## src/rtl/rule110_readout_if.sv

```systemverilog
// Valid/ready word stream carrying snapshot frames from rule110_readout to its consumer.
interface rule110_readout_if #(
  parameter int unsigned W = 32
);
  logic         out_valid;
  logic [W-1:0] out_data;
  logic         out_last;
  logic         out_ready;

  modport master (
    output out_valid,
    output out_data,
    output out_last,
    input  out_ready
  );

  modport slave (
    input  out_valid,
    input  out_data,
    input  out_last,
    output out_ready
  );
endinterface

```

## src/rtl/rule110_readout.sv

```systemverilog
// Snapshot reader for the Rule 110 state bus: frames {generation header, CELLS/W data words}.
// Define POPCOUNT_EN to append a trailing word holding the snapshot's population count.
module rule110_readout #(
  parameter int unsigned CELLS = 512,
  parameter int unsigned W     = 32,
  parameter int unsigned GEN_W = 16
) (
  input  logic              clk,
  input  logic              rst_n,
  input  logic [CELLS-1:0]  q_in,
  input  logic              load_obs,
  input  logic              snap_req,
  rule110_readout_if.master out_if,
  output logic              busy,
  output logic [7:0]        drop_cnt
);
  localparam int unsigned N    = CELLS / W;
  localparam int unsigned IdxW = (N > 1) ? $clog2(N) : 1;
  localparam logic [IdxW-1:0] LastIdx = IdxW'(N - 1);

  typedef enum logic [1:0] {StIdle, StHdr, StData, StPop} state_e;

  state_e           state_q, state_d;
  logic [CELLS-1:0] snap_q, snap_d;
  logic [GEN_W-1:0] gen_cnt_q, gen_cnt_d;
  logic [GEN_W-1:0] gen_snap_q, gen_snap_d;
  logic [IdxW-1:0]  idx_q, idx_d;
  logic [7:0]       drop_cnt_q, drop_cnt_d;

  logic         valid, last, hs, accept, drop;
  logic [W-1:0] data, data_word;

  assign data_word = snap_q[idx_q*W +: W];

`ifdef POPCOUNT_EN
  localparam int unsigned PopW = $clog2(CELLS) + 1;
  logic [PopW-1:0] pop_q, pop_d, word_ones;

  always_comb begin
    word_ones = '0;
    for (int i = 0; i < W; i++) begin
      word_ones = word_ones + PopW'(data_word[i]);
    end
  end

  always_comb begin
    pop_d = pop_q;
    if (accept) begin
      pop_d = '0;
    end else if (hs && state_q == StData) begin
      pop_d = pop_q + word_ones;
    end
  end

  always_ff @(posedge clk or negedge rst_n) begin
    if (!rst_n) begin
      pop_q <= '0;
    end else begin
      pop_q <= pop_d;
    end
  end
`endif

  // Output decode depends only on registered state, so data/last hold through stalls.
  always_comb begin
    valid = 1'b0;
    last  = 1'b0;
    data  = '0;
    unique case (state_q)
      StIdle: ;
      StHdr: begin
        valid = 1'b1;
        data  = W'(gen_snap_q);
      end
      StData: begin
        valid = 1'b1;
        data  = data_word;
`ifndef POPCOUNT_EN
        last  = (idx_q == LastIdx);
`endif
      end
      StPop: begin
`ifdef POPCOUNT_EN
        valid = 1'b1;
        last  = 1'b1;
        data  = W'(pop_q);
`endif
      end
    endcase
  end

  assign hs     = valid && out_if.out_ready;
  // A request landing on the final-word handshake starts the next frame with no idle gap.
  assign accept = snap_req && ((state_q == StIdle) || (hs && last));
  assign drop   = snap_req && !accept && (state_q != StIdle);

  always_comb begin
    state_d = state_q;
    idx_d   = idx_q;
    unique case (state_q)
      StIdle: ;
      StHdr: begin
        if (hs) begin
          state_d = StData;
          idx_d   = '0;
        end
      end
      StData: begin
        if (hs) begin
          if (idx_q == LastIdx) begin
`ifdef POPCOUNT_EN
            state_d = StPop;
`else
            state_d = StIdle;
`endif
          end else begin
            idx_d = idx_q + 1'b1;
          end
        end
      end
      StPop: begin
`ifdef POPCOUNT_EN
        if (hs) begin
          state_d = StIdle;
        end
`else
        state_d = StIdle;
`endif
      end
    endcase
    if (accept) begin
      state_d = StHdr;
    end
  end

  always_comb begin
    gen_cnt_d  = load_obs ? '0 : ((&gen_cnt_q) ? gen_cnt_q : gen_cnt_q + 1'b1);
    snap_d     = accept ? q_in : snap_q;
    gen_snap_d = accept ? gen_cnt_q : gen_snap_q;
    drop_cnt_d = (drop && !(&drop_cnt_q)) ? drop_cnt_q + 8'd1 : drop_cnt_q;
  end

  always_ff @(posedge clk or negedge rst_n) begin
    if (!rst_n) begin
      state_q    <= StIdle;
      snap_q     <= '0;
      gen_cnt_q  <= '0;
      gen_snap_q <= '0;
      idx_q      <= '0;
      drop_cnt_q <= '0;
    end else begin
      state_q    <= state_d;
      snap_q     <= snap_d;
      gen_cnt_q  <= gen_cnt_d;
      gen_snap_q <= gen_snap_d;
      idx_q      <= idx_d;
      drop_cnt_q <= drop_cnt_d;
    end
  end

  assign out_if.out_valid = valid;
  assign out_if.out_data  = data;
  assign out_if.out_last  = last;
  assign busy             = (state_q != StIdle);
  assign drop_cnt         = drop_cnt_q;

endmodule

```

## src/flat_wrapper.sv

```systemverilog
// flat-port wrapper written by rule: the top's interface ports become plain ports
module rule110_readout_flat 
#(
  parameter int unsigned CELLS = 512,
  parameter int unsigned W     = 32,
  parameter int unsigned GEN_W = 16
)
  (clk, rst_n, q_in, load_obs, snap_req, busy, drop_cnt, out_if_out_valid, out_if_out_data, out_if_out_last, out_if_out_ready);
  rule110_readout_if #(.W(W)) out_if_i ();
  input  logic clk;
  input  logic rst_n;
  input  logic [CELLS-1:0] q_in;
  input  logic load_obs;
  input  logic snap_req;
  output logic busy;
  output logic [7:0] drop_cnt;
  output wire logic [$bits(out_if_i.out_valid)-1:0] out_if_out_valid;
  output wire logic [$bits(out_if_i.out_data)-1:0] out_if_out_data;
  output wire logic [$bits(out_if_i.out_last)-1:0] out_if_out_last;
  input wire logic [$bits(out_if_i.out_ready)-1:0] out_if_out_ready;
  assign out_if_out_valid = out_if_i.out_valid;
  assign out_if_out_data = out_if_i.out_data;
  assign out_if_out_last = out_if_i.out_last;
  assign out_if_i.out_ready = out_if_out_ready;
  rule110_readout #(.CELLS(CELLS), .W(W), .GEN_W(GEN_W)) u_core (.clk(clk), .rst_n(rst_n), .q_in(q_in), .load_obs(load_obs), .snap_req(snap_req), .out_if(out_if_i), .busy(busy), .drop_cnt(drop_cnt));
endmodule
```

## config.mk

```make
export PLATFORM = sky130hd
export DESIGN_NAME = rule110_readout_flat
export DESIGN_NICKNAME = d
export VERILOG_FILES = /design/src/rtl/rule110_readout_if.sv /design/src/rtl/rule110_readout.sv /design/src/flat_wrapper.sv
export SDC_FILE = /design/constraint.sdc
export NUM_CORES = 1
export LEC_CHECK = 0
export ABC_AREA = 1
export BUFFER_PORTS_ARGS = -buffer_cell sky130_fd_sc_hd__buf_2
export CELL_PAD_IN_SITES_DETAIL_PLACEMENT = 1
export CELL_PAD_IN_SITES_GLOBAL_PLACEMENT = 1
export CORE_MARGIN = 2
export CORE_UTILIZATION = 41
export CTS_BUF_LIST = sky130_fd_sc_hd__clkbuf_4
export DETAILED_ROUTE_END_ITERATION = 10
export PLACE_DENSITY = 0.79
export SYNTH_ARGS = -nofsm -noshare
export SYNTH_HDL_FRONTEND = slang
export SYNTH_SLANG_ARGS = --single-unit
```

## constraint.sdc

```tcl
create_clock -name clk -period 2.7 [get_ports clk]
set_clock_uncertainty 0.15 [all_clocks]
set_input_delay 0.27 -clock clk [delete_from_list [all_inputs] [get_ports clk]]
set_output_delay 0.27 -clock clk [all_outputs]
set_load 0.1 [all_outputs]
```

==> impl_metrics.py, run 1 <==
metrics = {
    "floorplan": {
        "initial_utilization": 0.416,
        "fp.dieW_um": 263,
        "pin_count": 560,
        "rows": 94,
        "die_h_um": 263,
    },
    "placed_design": {
        "hpwl_um": 80300,
        "place.gp.congestion": 0.908,
        "place_area_um2": 32200,
        "port_buffers": 559,
        "dp_cells": 4992,
    },
    "synth": {
        "yosys_warnings": 0,
        "ys_types": 27,
        "syn-num-nets": 4226,
        "synth_seq_cells": 558,
        "synth_cells": 3702,
        "synth.cell_area_um2": 27500,
        "synth.avg_cell_area_um2": 7.43,
        "yosysSeqAreaShare": 0.508,
    },
    "clocking": {
        "holdBufCountCts": 1061,
        "cts.sinks": 558,
        "cts.path.max_buffers": 3,
        "cts_made_buffers": 156,
        "post_cts_buffers": 24,
        "ctsResizeCount": 360,
        "htree_levels": 4,
        "root_buffer": "clkbuf_4",
    },
    "run_status": {
        "haltStage": "4_1_cts",
        "first-error": "[ERROR RSZ-0060] Max buffer count reached.",
        "status": "aborted with a tool error",
    },
}
-- Yosys cell counts --
cell type  number  area (µm²)
a21oi_1       322        1610
buf_1          27         101
buf_2          84         420
buf_4           1        7.51
buf_6          35         394
clkbuf_1      105         394
clkinv_1        1        3.75
dfrtp_1       558       14000
ha_1            7        87.6
inv_1         336        1260
inv_2           3        11.3
nand2_1       946        3550
nand2_2         1        6.26
nand3_1       539        2700
nand3_2         1        10.0
nand3b_1        3        22.5
nand4_1         9        56.3
nor2_1        609        2290
nor2_2          1        6.26
nor3_1          9        45.0
nor4_1          1        6.26
o211ai_1        1        7.51
o21ai_0        79         395
o21ai_1        15        75.1
o31ai_1         3        22.5
or2_2           1        6.26
xor2_1          5        43.8
-- per-stage QoR --
stage	setup WS, ps	utilization	TNS [ps]
floorplan	-163	-	-3150
global placement	152	0.487	0
detailed placement	124	0.487	0
-- logic make-up after synthesis --
family,synth area share
AO/OA/AOI/OAI,0.0768
AND/OR/NAND/NOR,0.316
buffers and inverters,0.0943
XOR/XNOR,0.00159
flip-flops,0.508
adder cells (fa/ha/maj),0.00319
==> inputs of run 2 (changes only) <==
- CELL_PAD_IN_SITES_DETAIL_PLACEMENT: 1 -> not set
- CELL_PAD_IN_SITES_GLOBAL_PLACEMENT: 1 -> not set
- CORE_UTILIZATION: 41 -> 40
- CTS_BUF_LIST: sky130_fd_sc_hd__clkbuf_4 -> not set
- PLACE_DENSITY: 0.79 -> not set
- PLACE_DENSITY_LB_ADDON: not set -> 0.15
==> run 2 against run 1 <==
The flow now finishes, with violations (negative setup slack). Area after synthesis did not move. Synthesized cell count did not move.
==> impl_metrics.py, run 2 <==
metrics = {
    "floorplan": {
        "die-area_um2": 70800,
        "fp.dieW_um": 266,
        "core_um2": 68300,
        "rows": 96,
        "die_h_um": 266,
        "pin_count": 560,
        "initial_utilization": 0.402,
    },
    "final_layout": {
        "final_common_cell": "nand2_1",
        "num-fill-cells": 5961,
        "reg_top3": "u_core.snap_q x512, u_core.gen_cnt_q x16, u_core.gen_snap_q x16",
        "finalNonFillerCells": 5659,
        "area_delta_synth_final_pct": 49.6,
        "drive_gt1_frac": 0.212,
        "final_nets": 5247,
        "postLayoutCellArea_um2": 41100,
        "final_cell_mix": "nand2_1 (893), nor2_1 (569), dfrtp_1 (555)",
        "largest_register": "u_core.snap_q",
        "largest_register_ffs": 512,
    },
    "detailed_routing": {
        "wirelength_um": 112000,
        "viasPerCell": 5.14,
        "vias": 29100,
        "ant_nets": 0,
        "drt_iter0_drc": 2791,
        "dr.pass1.iters": 6,
        "drc_errors": 0,
        "wl_per_cell_um": 19.8,
    },
    "synth": {
        "post-synth-top-area-fraction": 0.508,
        "synth_common_cells": "nand2_1 (946), nor2_1 (609), dfrtp_1 (558)",
        "ys_types": 27,
        "synth_top_family_by_area": "simple AND/OR/NAND/NOR gates",
        "yosys_warnings": 0,
        "yosys.area.top_type": "dfrtp_1",
        "yosys.area_share.simple": 0.316,
        "synth.avg_cell_area_um2": 7.43,
        "synth.cell_area_um2": 27500,
        "synth-xor-area-share": 0.00159,
        "yosysSeqAreaShare": 0.508,
        "syn-num-nets": 4226,
        "synthMuxAreaShare": 0,
        "synth_cells": 3702,
        "synth_area_leaders": "dfrtp_1 (51%), nand2_1 (13%), nand3_1 (9.8%)",
        "synth_seq_cells": 558,
        "synth-main-ff-cell": "dfrtp_1",
        "synth-adder-area-share": 0.00319,
        "async_reset_ff_frac": 1.00,
        "synth_edf_count": 0,
        "yosys.cell_count.top_type": "nand2_1",
        "synth-compound-area-share": 0.0768,
    },
    "clocking": {
        "clk_pin_slew_ps": 60,
        "cts.sinks": 558,
        "root_buffer": "clkbuf_16",
        "cts_made_buffers": 61,
        "clk_latency_ps": 630,
        "cts_tree": "done",
        "htree_levels": 2,
        "cts.path.max_buffers": 3,
    },
    "timing": {
        "worst_pin_slew_ps": 566,
        "rsz0062_at_grt": "yes",
        "clock.fmax_mhz": 330,
        "max_slew_margin": 0.620,
        "setup-violations-final": 35,
        "fin_crit_ps": 3030,
        "final_hold_viol_count": 0,
        "min_period_over_period": 1.12,
        "slew_violations": 0,
        "setup_tns_ps": -7580,
        "worst_slack_ps": -335,
    },
    "setup_path": {
        "required_ps": 2280,
        "cp-end-kind": "primary output",
        "path_delay_family": "buffers and inverters",
        "worst_path_most_repeated_cell": "buf_4",
        "cpPeakStageDelay_ps": 530,
        "crit_start": "u_core.idx_q[0]",
        "arrival_ps": 2610,
        "crit_type": "reg2out",
        "cp_num_buf_inv": 4,
        "critical_path.startpoint_type": "flip-flop",
        "worstPathMaxFanout": 9,
        "timing.rr.start": "u_core.idx_q[0]",
        "slowest_stage": "dfrtp_4",
        "crit_chain": "clkinv_8, buf_4, buf_4, o21ai_0, nand3_1, nand3_2, a21oi_4, buf_12",
    },
    "grt": {
        "antenna_found_initial": 11,
        "overflow": 0,
        "grt_pass1_wl_um": 166000,
        "grt_max_degree": 95,
        "grt_usage": 0.305,
        "grt_pass1_vias": 28700,
    },
    "placed_design": {
        "dp_slack_ps": 190,
        "place_area_um2": 32200,
        "hpwl_um": 71600,
        "dp_cells": 4989,
        "place.gp.congestion": 0.903,
        "port_buffers": 559,
    },
    "power": {
        "peakVddDrop_v": 0.000898,
        "power_switching_uw": 20300,
        "comb_power_share": 0.513,
        "internal-power_uw": 25300,
        "p_seq_frac": 0.298,
        "p_leak_uw": 0.0209,
        "switching_share": 0.445,
        "powerDensity_nw_per_um2": 1110,
        "clockPowerShare": 0.188,
    },
    "min_path": {
        "holdCritPathClass": "in2async",
    },
    "job": {
        "max-cap-violations": 0,
    },
    "run_status": {
        "status": "finished with violations",
        "violations": "negative setup slack",
    },
}
[run 2: cell counts after synthesis]
Identical to the previous run, type by type.
[run 2: metal layers]
layer	vias up	routed length (µm)	global-route usage
met3	301	7020	0.0422
met5	-	88	0
met4	14	5560	0.138
li1	13700	-	-
met1	13800	46100	0.398
met2	1270	53400	0.503
[run 2: final timing paths]
check / cells past startpoint / slack (ps) / end
hold reg to reg: 2 / 310 / u_core.snap_q[380]
min in group clk: 4 / 250 / u_core.snap_q[475]
hold / removal: 2 / 20 / u_core.snap_q[136]
max in group asynchronous: 3 / 1390 / u_core.snap_q[295]
setup reg to reg: 12 / -10 / u_core.snap_q[170]
setup / recovery: 8 / -330 / out_if_out_data[19]
[run 2: layout make-up]
class / instances / area [µm²] / area share
Sequential cell: 558 / 14000 / 0.340
Multi-Input combinational cell: 2552 / 12000 / 0.291
Timing Repair Buffer: 1209 / 10700 / 0.261
Clock buffer: 89 / 1800 / 0.0439
Inverter: 340 / 1300 / 0.0316
Tap cell: 882 / 1100 / 0.0268
Clock inverter: 25 / 244 / 0.00593
Antenna cell: 3 / 7.51 / 0.000182
Timing Repair inverter: 1 / 6.26 / 0.000152
[run 2: per-stage QoR]
step	hold slack, ps	power (µW)	utilization
after floorplan	-176	26600	-
after global placement	89.3	33500	0.470
after detailed placement	85.4	33700	0.470
after CTS	10.3	44100	0.587
after global routing	34.5	48400	0.602
final	15.1	45600	0.602
[run 2: repair_timing]
action	4_1_cts	5_1_grt
cloned	9	16
endpoints found under the setup margin	32	349
pin swaps	27	26
buffers inserted	10	4
gates resized for setup	92	151
endpoints found under the hold margin	1050	0
hold buffers	516	0
[run 2: logic make-up after synthesis]
| kind of cell | after synthesis |
|---|---|
| DFF | 558 |
| AOI/OAI and AO/OA | 420 |
| adders and majority gates | 7 |
| xor gates and xnor gates | 5 |
| and+or+nand+nor | 2120 |
| buffers and inverters | 592 |
[run 2: power by group through the flow]
stage	registers (µW)	logic [µW]	clock network, µW
floorplan	13400	13200	0
global placement	13600	19900	0
detailed placement	13700	20100	0
CTS	13500	21900	8740
global route	13900	25400	9050
finish	13600	23400	8590
Power figures use the tool's default switching activity.
